==> config.mk <==
export PLATFORM = sky130hd
export DESIGN_NAME = fe_arbiter
export DESIGN_NICKNAME = d
export VERILOG_FILES = /design/src/rtl/fe_arbiter.sv
export SDC_FILE = /design/constraint.sdc
export NUM_CORES = 1
export LEC_CHECK = 0
export CORE_AREA = 3 3 535 537
export DETAILED_ROUTE_END_ITERATION = 6
export DIE_AREA = 0 0 538 540
export GPL_ROUTABILITY_DRIVEN = 0
export MAX_ROUTING_LAYER = met4
export SYNTH_ARGS = -nofsm -noshare
export SYNTH_HDL_FRONTEND = slang
export SYNTH_SLANG_ARGS = --single-unit
==> constraint.sdc <==
create_clock -name clk -period 15.76 [get_ports clk]
set_input_delay 3.152 -clock clk [delete_from_list [all_inputs] [get_ports clk]]
set_output_delay 3.152 -clock clk [all_outputs]
set_load 0.03 [all_outputs]
==> src/rtl/fe_arbiter.sv <==
// fe_arbiter: round-robin arbiter that picks one MAC port per cycle and
// hands its packet descriptor (port, length, first 32 header bytes) to the
// forwarding engine through a single-entry output register.
// Optional feature macro: FE_ARB_LEN_CHECK_EN (drop runt/oversize packets
// and count them in drop_cnt). Without it every length is forwarded.
module fe_arbiter #(
  parameter int NPORTS = 4,
  parameter int PW     = $clog2(NPORTS)
) (
  input  logic                  clk,
  input  logic                  reset,
  input  logic [NPORTS-1:0]     arb_valid,
  input  logic [NPORTS*12-1:0]  mac_fe_pkt_len,
  input  logic [NPORTS*256-1:0] mac_fe_data,
  output logic [NPORTS-1:0]     arb_mac_rdy,
  output logic                  fe_valid,
  input  logic                  fe_rdy,
  output logic [PW-1:0]         fe_port,
  output logic [11:0]           fe_pkt_len,
  output logic [255:0]          fe_data,
  output logic [15:0]           drop_cnt
);

  typedef enum logic {EMPTY = 1'b0, FULL = 1'b1} state_t;

  state_t         state_q;
  logic [PW-1:0]  lastGrant_q;
  logic [PW-1:0]  fePort_q;
  logic [11:0]    feLen_q;
  logic [255:0]   feData_q;

  logic           anyReq;
  logic [PW-1:0]  winner;
  logic [PW-1:0]  scanIdx;
  logic [11:0]    winLen;
  logic [255:0]   winData;
  logic           canAccept;
  logic           transfer;
  logic           lenOk;
  logic           load;

  // Round-robin scan starting just after the last granted port; walking the
  // offsets from farthest to nearest leaves the nearest requester as winner.
  always_comb begin
    anyReq  = 1'b0;
    winner  = '0;
    scanIdx = '0;
    for (int k = NPORTS; k >= 1; k--) begin
      scanIdx = PW'((int'(lastGrant_q) + k) % NPORTS);
      if (arb_valid[scanIdx]) begin
        anyReq = 1'b1;
        winner = scanIdx;
      end
    end
  end

  // Select only the winning port's length and header; other slices are ignored.
  always_comb begin
    winLen  = '0;
    winData = '0;
    for (int i = 0; i < NPORTS; i++) begin
      if (PW'(i) == winner) begin
        winLen  = mac_fe_pkt_len[i*12 +: 12];
        winData = mac_fe_data[i*256 +: 256];
      end
    end
  end

  // The output slot is free when empty, or when the engine drains it this cycle.
  assign canAccept = (state_q == EMPTY) || fe_rdy;
  assign transfer  = anyReq && canAccept && !reset;

`ifdef FE_ARB_LEN_CHECK_EN
  assign lenOk = (winLen >= 12'd64) && (winLen <= 12'd1518);
`else
  assign lenOk = 1'b1;
`endif

  assign load = transfer && lenOk;

  // One-hot accept back to the winning MAC, combinational on fe_rdy.
  always_comb begin
    arb_mac_rdy = '0;
    if (transfer) begin
      arb_mac_rdy[winner] = 1'b1;
    end
  end

  // Output-slot FSM: load on accepted transfer, empty when drained with nothing new.
  always_ff @(posedge clk or posedge reset) begin
    if (reset) begin
      state_q     <= EMPTY;
      lastGrant_q <= PW'(NPORTS - 1);
      fePort_q    <= '0;
      feLen_q     <= '0;
      feData_q    <= '0;
    end else begin
      if (transfer) begin
        lastGrant_q <= winner;
      end
      if (load) begin
        state_q  <= FULL;
        fePort_q <= winner;
        feLen_q  <= winLen;
        feData_q <= winData;
      end else if ((state_q == FULL) && fe_rdy) begin
        state_q <= EMPTY;
      end
    end
  end

  assign fe_valid   = (state_q == FULL);
  assign fe_port    = fePort_q;
  assign fe_pkt_len = feLen_q;
  assign fe_data    = feData_q;

`ifdef FE_ARB_LEN_CHECK_EN
  logic [15:0] dropCnt_q;
  logic [15:0] dropCnt_d;

  // Count accepted-but-discarded packets, saturating at all ones.
  always_comb begin
    dropCnt_d = dropCnt_q;
    if (transfer && !lenOk && (dropCnt_q != 16'hFFFF)) begin
      dropCnt_d = dropCnt_q + 16'd1;
    end
  end

  // Drop counter register.
  always_ff @(posedge clk or posedge reset) begin
    if (reset) begin
      dropCnt_q <= '0;
    end else begin
      dropCnt_q <= dropCnt_d;
    end
  end

  assign drop_cnt = dropCnt_q;
`else
  assign drop_cnt = '0;
`endif

endmodule
# Word level (Yosys, flattened, before mapping)
# Index checks and enable logic that the tools add are counted.
# word_totals
ff_bits	273
latch_bits	0
mem_bits_rw	0
mem_bits_ro	0
elab_cells	56
mem_count	0
# op_classes
addsub	4
mul	0
div_mod_pow	0
n_lt_le_gt_ge	6
eq_ne	3
shifts	0
muxes	29
bitwise_logic	1
reduce_logical	8
# op_table
cell	count
two-way mux 256 bit	4
two-way mux 12 bit	4
less-than comparator 2 x 3 -> 1 bit, second input constant	5
two-way mux 1 bit	11
binary-select mux 1 bit (select 2 bit)	4
two-way mux 2 bit	4
adder 2 x 1 -> 2 bit, second input constant	2
adder 2 bit, second input constant	2
== test 2 bit, first input constant	2
logical AND 1 bit	4
two-way mux 4 bit	1
demux 1 bit (select 2 bit)	1
== test 1 x 2 -> 1 bit, first input constant	1
>= comparator 2 x 1 -> 1 bit, second input constant	1
zero test 2 bit	1
nonzero test 2 bit	1
zero test 1 bit	1
logical OR 1 bit	1
NOT 1 bit	1

# Depth between registers and ports, before layout
# depth
ltp_word	12
depth_mapped	8
depth_no_buf	5

# Least setup slack after synthesis
# No wires, ideal clock.
# synth_timing
kind	input port to output port
startpoint	input port arb_valid[0]
endpoint	output port arb_mac_rdy[2]
t_arrival_ns	4.440
t_required_ns	12.608
slack_ns	8.168
path_stages	7
path_buffers	2
cell_sequence	o21ai_1 -> o21ai_1 -> a221oi_2 -> nand2_1 -> buf_4 -> buf_2 -> nor2_1
# synth_via
elab_chain_len	11
# synth_rtl
item	line_no	rtl
start: declaration	12	input logic [NPORTS-1:0] arb_valid,
binary-select mux 1 bit (select 2 bit)	50	if (arb_valid[scanIdx]) begin
two-way mux 1 bit (implied by the code)	50	
two-way mux 2 bit (4 in a row)	50	
less-than comparator 2 x 3 -> 1 bit (implied by the code) / >= comparator 2 x 1 -> 1 bit (equally long branches)	85	arb_mac_rdy[winner] = 1'b1;
logical AND 1 bit (implied by the code)	85	
two-way mux 1 bit (implied by the code)	85	
demux 1 bit (select 2 bit)	85	
two-way mux 4 bit (*)	84	if (transfer) begin
end: declaration	15	output logic [NPORTS-1:0] arb_mac_rdy,
# Mark *: on every way between the ends. The rest lies on a longest branch, timed or not. The select of a mux whose other input is x is not followed.

# Final worst setup path
# layout_timing
startpoint	input port arb_valid[0]
endpoint	output port arb_mac_rdy[1]
# Same word-level chain as after synthesis.

==> run summary <==
Synth async-reset ratio -> 1.00
fraction of layout cells with a size suffix above 1 -> 0.111
hpwl dp -> 195000 um
worst min-delay path class -> reg -> reg
setup TNS -> 0 ns
number of remaining DRC errors -> 0
Nets -> 3908
post-synth cell types -> 29
clock skew -> 0.0279 ns
status -> finished, final reports clean
Fmax achieved -> 0.102 GHz
CP Data Arrival Time -> 6.68 ns
P_leak -> 14.0 nW
RSZ-0062 raised after global routing -> no
Port Buffers -> 1353
Area growth syn-to-layout -> 98.6%
EDFF count, synth -> 0
first-pass GRT wire length -> 265000 um
endpoints failing hold -> 0
CP required -> 12.61 ns
critical path class -> in -> out
core area -> 0.282 mm^2
Seq/Total Area, Yosys -> 0.363
post-CTS resize count -> 0
CTS max path bufs -> 3
all-layer global routing usage -> 0.149
Peak VDD IR -> 71.3 uV
setup violators final -> 0
number of global-route vias before repair -> 21100
Syn Inst Count -> 1547
Vias/cell -> 3.06
synth cell count leaders -> mux2i_1 (536), nand2_1 (275), dfrtp_1 (271)
Clk Tree Root Cell -> clkbuf_16
yosys synthesis warning count -> 0
Power Total -> 4.69 mW
Initial Utilization -> 0.0668
Max-Cap Viols -> 0
Primary FF master, synth -> dfrtp_1
Inserted Clock Buffers -> 45
total global routing overflow -> 0
Netlist Area Pre-Place -> 0.0188 mm^2
Filler Cells Inserted -> 31900
most frequent cell after synthesis -> mux2i_1
dominant cell type by area after synthesis -> dfrtp_1
Slew Limit Headroom -> 0.217
synth top area cells -> dfrtp_1 (36%), mux2i_1 (28%), o221ai_2 (16%)
row count -> 195
Clock Latency Late Sink -> 0.66 ns
clock tree sinks -> 273
H-tree depth -> 2
Power Dens Cells -> 125 mW/mm^2
Worst Path Max Fanout -> 44
hold buffers post-CTS -> 0
die area -> 0.291 mm^2
fin crit period -> 9.83 ns
clk slew on worst S/H paths -> 0.05 ns
Max Slew Vio Count -> 0
CTS tree -> yes
CP Capture Type -> output pin
total wire length -> 220000 um
largest net degree at the start of global routing -> 116
share of the synthesized area in the top cell type -> 0.360
wire per inst -> 32.6 um
Mean Syn Cell Area -> 12.2 um^2
routed vias -> 20600
placed cells -> 6525
DR pass1 iterations -> 5
hold_ws -> 0.486 ns
DRT iter0 DRCs -> 1205
crit share post-route -> 0.624
Worst Setup Start Kind -> input pin
Yosys reg bits -> 273
Antenna Nets Post-Route -> 0
Chip Height -> 540 um
chip width -> 538 um
I/O pins -> 1370
initial antenna violation count -> 334
setup bufs post-CTS -> 0
Layout Cells excl Fill -> 6747
Worst Max-Slew Pin Slew -> 1.17 ns
==> power breakdown <==
part	internal, mW	switching [mW]	total [mW]
logic	1.04	1.52	2.56
clock network	0.573	0.453	1.03
registers	0.936	0.169	1.10
==> registers in the layout (all words and copies together), names as in the netlist <==
register,cells
lastGrant_q,2
fe_pkt_len,12
fe_port,2
fe_data,256
fe_valid,1
==> cell families (layout without fill, tap and decap cells) <==
group | count (synthesis) | in the layout | share of synthesized area
other cells | 1 | 161 | 0.000199
mux | 536 | 536 | 0.285
simple gates | 292 | 292 | 0.0599
flops | 273 | 273 | 0.363
compound gates | 278 | 278 | 0.197
buf+inv | 167 | 1464 | 0.0956
==> stage by stage <==
stage / instance area, um^2 / setup slack, ns / util
floorplan: 18900 / 5.09 / -
global placement: 35600 / 5.68 / 0.126
detailed placement: 35600 / 5.73 / 0.126
CTS: 37000 / 5.73 / 0.131
global route: 37400 / 5.66 / 0.133
finish: 37400 / 5.93 / 0.133
==> worst paths after layout <==
| path | from | end | slack (ns) | cells after the start |
|---|---|---|---|---|
| min | fe_data[164]$_DFFE_PP0P_ | fe_data[164]$_DFFE_PP0P_ | 0.49 | 2 |
| min in group asynchronous | reset | fe_data[59]$_DFFE_PP0P_ | 3.22 | 2 |
| max in group asynchronous | reset | fe_data[128]$_DFFE_PP0P_ | 10.69 | 4 |
| max reg2reg | lastGrant_q[1]$_DFFE_PP1P_ | fe_data[134]$_DFFE_PP0P_ | 10.71 | 9 |
| max | arb_valid[0] | arb_mac_rdy[1] | 5.93 | 8 |
| min reg2reg | fe_data[164]$_DFFE_PP0P_ | fe_data[164]$_DFFE_PP0P_ | 0.49 | 2 |
==> routing by layer <==
| metal | wire, um | global-route usage | vias to the layer above |
|---|---|---|---|
| met5 | 0 | - | - |
| met4 | 9370 | 0.0522 | 0 |
| met3 | 32700 | 0.0937 | 413 |
| met2 | 91200 | 0.215 | 1619 |
| met1 | 86500 | 0.165 | 9900 |
| li1 | - | - | 8713 |
==> layout by cell type, fill, tap and decap left out, drive strengths merged, types with 2 or more instances in the layout <==
cell type / netlist / routed
clkinv: 0 / 8
nand2b: 5 / 5
nand2: 275 / 275
a21oi: 3 / 3
inv: 2 / 7
diode: 0 / 145
o221ai: 268 / 268
dfstp: 2 / 2
clkbuf: 41 / 60
mux2i: 536 / 536
clkdlybuf4s50: 0 / 1353
buf: 124 / 32
o21ai: 3 / 3
clkinvlp: 0 / 3
nor2: 8 / 8
conb: 1 / 16
dfrtp: 271 / 271
==> final cells by class <==
class	instances	area, um^2	area share
antenna	145	363	0.00970
sequential	273	6830	0.183
timing repair buffer	1385	13800	0.370
clock buffer	60	1250	0.0335
clock inverter	17	144	0.00385
multi-input combinational	1122	10300	0.275
tap	3743	4680	0.125
inverter	2	15.0	0.000401
==> worst max-delay path: stages <==
cell and delay [ns]:
clkdlybuf4s50_1 0.54, o21ai_1 0.19, o21ai_1 0.10, a221oi_2 0.39, nand2b_4 0.60, buf_4 0.64, nor2_1 0.24, clkdlybuf4s50_1 0.76
Note: power is estimated with default switching activity, not from simulation.
